File: config.mk
export PLATFORM = sky130hd
export DESIGN_NAME = rc5_enc_sched
export DESIGN_NICKNAME = d
export VERILOG_FILES = /design/src/rtl/rc5_enc_sched.sv
export SDC_FILE = /design/constraint.sdc
export NUM_CORES = 1
export LEC_CHECK = 0
export BUFFER_PORTS_ARGS = -buffer_cell sky130_fd_sc_hd__buf_2
export CAP_MARGIN = 20
export CORE_UTILIZATION = 41
export DETAILED_ROUTE_END_ITERATION = 6
export GPL_TIMING_DRIVEN = 0
export HOLD_SLACK_MARGIN = 0.15
export PLACE_DENSITY = 0.84
export SYNTH_ARGS = -nofsm -noshare
export SYNTH_HDL_FRONTEND = slang
export SYNTH_SLANG_ARGS = --single-unit
File: constraint.sdc
create_clock -name clock -period 1.85 [get_ports clock]
set_clock_uncertainty 0.1 [all_clocks]
set_input_delay 0.2775 -clock clock [delete_from_list [all_inputs] [get_ports clock]]
set_output_delay 0.2775 -clock clock [all_outputs]
set_load 0.02 [all_outputs]
File: src/rtl/rc5_enc_sched.sv
// Round-robin front end sharing one rc5_enc_16bit core among NUM_REQ requesters.
// One job in flight at a time; a hung core is aborted after TIMEOUT wait cycles.
module rc5_enc_sched #(
    parameter int NUM_REQ = 4,
    parameter int DATA_W  = 16,
    parameter int TIMEOUT = 255
) (
    input  logic                        clock,
    input  logic                        reset,
    input  logic [NUM_REQ-1:0]          req_valid,
    input  logic [NUM_REQ*DATA_W-1:0]   req_data,
    output logic [NUM_REQ-1:0]          req_ready,
    output logic                        rsp_valid,
    input  logic                        rsp_ready,
    output logic [DATA_W-1:0]           rsp_data,
    output logic [$clog2(NUM_REQ)-1:0]  rsp_id,
    output logic                        rsp_err,
    output logic                        core_start,
    output logic [DATA_W-1:0]           core_p,
    input  logic [DATA_W-1:0]           core_c,
    input  logic                        core_done,
    output logic                        busy
);

    localparam int ID_W  = $clog2(NUM_REQ);
    localparam int TMR_W = $clog2(TIMEOUT + 1);
    localparam int unsigned NREQ_U = NUM_REQ;

    localparam logic [1:0] S_IDLE   = 2'd0;
    localparam logic [1:0] S_LAUNCH = 2'd1;
    localparam logic [1:0] S_WAIT   = 2'd2;
    localparam logic [1:0] S_RESP   = 2'd3;

    logic [1:0]       state;
    logic [ID_W-1:0]  rr_ptr;
    logic [TMR_W-1:0] timer;
    logic             first_wait;

    logic             grant_found;
    logic [ID_W-1:0]  grant_idx;
    int unsigned      cand;
    logic [ID_W-1:0]  cand_idx;

    // Search starts just past the last winner so the previous grantee has lowest priority.
    always_comb begin
        grant_found = 1'b0;
        grant_idx   = '0;
        cand        = 0;
        cand_idx    = '0;
        for (int unsigned k = 1; k <= NREQ_U; k++) begin
            cand     = (32'(rr_ptr) + k) % NREQ_U;
            cand_idx = ID_W'(cand);
            if (!grant_found && req_valid[cand_idx]) begin
                grant_found = 1'b1;
                grant_idx   = cand_idx;
            end
        end
    end

    always_comb begin
        req_ready = '0;
        if (state == S_IDLE && grant_found) begin
            req_ready[grant_idx] = 1'b1;
        end
    end

    assign core_start = (state == S_LAUNCH);
    assign rsp_valid  = (state == S_RESP);
    assign busy       = (state != S_IDLE);

    always_ff @(posedge clock) begin
        if (reset) begin
            state      <= S_IDLE;
            rr_ptr     <= ID_W'(NUM_REQ - 1);
            timer      <= '0;
            first_wait <= 1'b0;
            core_p     <= '0;
            rsp_id     <= '0;
            rsp_data   <= '0;
            rsp_err    <= 1'b0;
        end else begin
            case (state)
                S_IDLE: begin
                    if (grant_found) begin
                        core_p <= req_data[int'(grant_idx)*DATA_W +: DATA_W];
                        rsp_id <= grant_idx;
                        rr_ptr <= grant_idx;
                        state  <= S_LAUNCH;
                    end
                end
                S_LAUNCH: begin
                    timer      <= '0;
                    first_wait <= 1'b1;
                    state      <= S_WAIT;
                end
                S_WAIT: begin
                    first_wait <= 1'b0;
                    // A done still high from the previous job is masked in the first wait cycle.
                    if (!first_wait && core_done) begin
                        rsp_data <= core_c;
                        rsp_err  <= 1'b0;
                        state    <= S_RESP;
                    end else if (timer == TMR_W'(TIMEOUT - 1)) begin
                        rsp_data <= '0;
                        rsp_err  <= 1'b1;
                        state    <= S_RESP;
                    end else begin
                        timer <= timer + 1'b1;
                    end
                end
                S_RESP: begin
                    if (rsp_ready) begin
                        state <= S_IDLE;
                    end
                end
                default: state <= S_IDLE;
            endcase
        end
    end

endmodule

==> impl_metrics.csv <==
group,metric,value,unit
outcome,status,"finished with violations",
outcome,violations,"setup timing",
sta,finalHoldViolCount,0,
yosys,yosys_warnings,0,
critical_path,critical_path.endpoint_type,"output pin",
yosys,yosys.area_share.simple,20.8,%
clock_network,cts_tree,"done",
clock_network,worst_skew_pair.late_latency,0.31,ns
critical_path,worstSetupPathType,"flop to output pin",
grt,grt_max_degree,17,
clock_network,clock_path_buffers,2,
yosys,syn_avg_cell_area,8.78,um^2
placed_design,gp_congestion,0.867,
drt,drc,0,
cells_and_area,finalNetCount,561,
drt,wl,9.13,mm
yosys,syn-cell-area,2530,um^2
drt,drtPass1Iterations,4,
yosys,syn_nets,382,
yosys,synthAdderAreaFrac,2.97,%
run,drv_cap,0,
critical_path,crit_arrival,1.84,ns
critical_path,r2r_cells,9,
sta,fin_crit_sh,120,%
drt,drtIter0Drc,124,
drt,dr_wl_met2,4.75,mm
grt,grt_pass1_vias,2812,
sta,holdWs,0.154,ns
floorplan,ios,130,
drt,wl_met1,3.67,mm
power,max-vdd-ir-drop,0.886,mV
yosys,synth_top_family_by_area,"compound AO/OA/AOI/OAI gates",
critical_path,r2r_start,"rr_ptr[1]",
grt,antenna_found_initial,0,
floorplan,die_area,6490,um^2
critical_path,reg2reg_slack,-0.24,ns
critical_path,cp.required,1.47,ns
grt,grt_util_all_layers,26.7,%
cells_and_area,num-fill-cells,427,
yosys,synth-edff-count,0,
cells_and_area,layout_commonest_cell,"buf_2",
sta,max_freq,451,MHz
critical_path,crit_path_max_fanout,6,
min_path,hold_start,"core_c[2]",
power,power_density,1440,nW/um^2
placed_design,io_buffers,128,
drt,ant_nets,0,
cells_and_area,final_cell_mix,"buf_2, dfxtp_1, nor2_1",
placed_design,dp_hpwl,5.56,mm
drt,wl_met3,490,um
yosys,async_flop_share,0,%
yosys,synth.distinct_cells,43,
sta,rsz0062_at_grt,"yes",
drt,via_count,3007,
yosys,synth.area.mux_share,5.74,%
floorplan,core.rowCount,28,
sta,tightest_slew,0.633,ns
floorplan,die_height,80.5,um
min_path,min_path_cells,3,
yosys,ys_seq_elements,48,
sta,setup_viol_count_final,20,
clock_network,path_clk_slew,0.09,ns
power,finalPower,0.00613,W
critical_path,crit_start,"rr_ptr[1]",
min_path,hold_class,"input port to flop",
sta,period_needed,2.22,ns
cells_and_area,final_layout_size_suffix_gt1_share,52.1,%
power,p_leak,1.90,nW
yosys,synthesis.instances,288,
clock_network,htreeDepth,2,
sta,slew_violations,0,
critical_path,reg2reg_to,"core_p[4]",
clock_network,cts_inserted_buffers,5,
sta,slew_headroom,57.4,%
min_path,worst_hold_path.endpoint,"rsp_data[2]",
grt,grt-ovfl-total,0,
grt,grt_pass1_wl,13.3,mm
sta,setup_ws,-0.367,ns
yosys,synth_xor_area_share,2.08,%
drt,avgViaCountPerCell,5.54,
yosys,ys_seq_area_share,38.0,%
clock_network,cts.sinks,48,
yosys,synth_compound_area_share,24.4,%
cells_and_area,diodes,0,
cells_and_area,syn_to_final_growth,68.2,%
clock_network,cts-root-buf,"clkbuf_8",
critical_path,setup.worst_path.start_class,"flop",
floorplan,die_w,80.5,um
floorplan,core_area,5920,um^2
floorplan,start_util,42.7,%
yosys,ys.flop_type,"dfxtp_1",
drt,post_drt_wl_per_cell,16.8,um
drt,highest_layer,"met4",
==> registers in the layout (all words and copies together) (netlist names) <==
register    count
state           2
rsp_err         1
timer           8
rsp_data       16
core_p         16
first_wait      1
rr_ptr          2
rsp_id          2
==> how the worst max path moves through the flow <==
stage,end,depth (start not counted),slack [ns]
2_1_floorplan,req_ready[0],6,-0.03
3_5_place_dp,core_p[15],8,-0.48
6_report,req_ready[2],7,-0.37
4_1_cts,req_ready[2],7,-0.34
3_3_place_gp,core_p[15],8,-0.47
5_1_grt,req_ready[3],7,-0.44
==> through the flow <==
stage / setup TNS, ns / util (%) / std cells / cell area [um^2] / setup WS, ns
final: -3.61 / 71.8 / 543 / 4250 / -0.367
after global routing: -4.82 / 71.8 / 543 / 4250 / -0.441
after CTS: -3.79 / 65.8 / 526 / 3900 / -0.340
after detailed placement: -10.36 / 55.5 / 491 / 3280 / -0.476
after global placement: -8.84 / 55.5 / 491 / 3280 / -0.466
after floorplan: -0.0554 / - / 288 / 2550 / -0.0277
==> cell usage after synthesis, drive strengths merged, types with 2 or more instances <==
cell type	instances	share of area (%)
a211oi	12	3.6
a21boi	11	3.3
a21oi	17	3.4
a22oi	16	4.8
a311o	10	4.0
and2	2	0.49
buf	9	2.6
clkbuf	13	1.9
dfxtp	48	38
ha	6	3.0
inv	10	1.5
mux2i	13	5.1
nand2	14	2.1
nand3	2	0.40
nand3b	7	2.1
nand4	4	0.99
nor2	43	6.4
nor2b	2	0.49
nor3	8	1.8
nor4	11	4.5
o21ai	2	0.40
o221ai	6	2.1
o31a	2	0.69
o31ai	2	0.59
or3	2	0.49
xnor2	4	1.4
xor2	2	0.69
==> cell type report <==
class / instances / area, um^2 / share of cell area (%)
Multi-Input combinational cell: 208 / 1690 / 39.7
Sequential cell: 48 / 968 / 22.8
Inverter: 10 / 43.8 / 1.03
Timing Repair Buffer: 175 / 1150 / 27.0
Tap cell: 75 / 93.8 / 2.21
Buffer: 19 / 173 / 4.06
Clock inverter: 3 / 68.8 / 1.62
Clock buffer: 5 / 68.8 / 1.62
==> kinds of logic (layout without fill, tap and decap cells) <==
logic type | after synthesis | in the layout
and+or+nand+nor | 99 | 99
AOI/OAI and AO/OA | 83 | 83
DFF | 48 | 48
buffers and inverters | 32 | 212
muxes | 14 | 14
adders and majority gates | 6 | 6
xor gates and xnor gates | 6 | 6
==> power by group <==
group / switching (W) / leakage, nW / total, W / internal (W)
Clock: 0.000376 / 0.0687 / 0.000920 / 0.000544
Combinational: 0.00201 / 1.43 / 0.00372 / 0.00171
Sequential: 0.000177 / 0.394 / 0.00149 / 0.00131
==> routing by layer <==
metal | track usage (%) | vias up
li1 | - | 1419
met1 | 30.7 | 1447
met2 | 47.0 | 121
met3 | 6.36 | 20
met4 | 10.7 | 0
met5 | 0 | -
==> critical path, stage by stage, from the launching register on <==
cell	delay, ns
dfxtp_2	0.33
buf_6	0.11
mux2_4	0.31
a32oi_4	0.22
a21boi_4	0.26
nand2_2	0.09
nor2_2	0.10
buf_6	0.12
==> timing repair <==
action	CTS	global route
resized for setup	57	51
setup buffers	13	16
pin swaps	19	21
endpoints found under the setup margin	39	38
endpoints found under the hold margin	15	1
gates cloned	1	2
hold buffers	15	1
No activity file was read; power rests on OpenSTA's default activity.
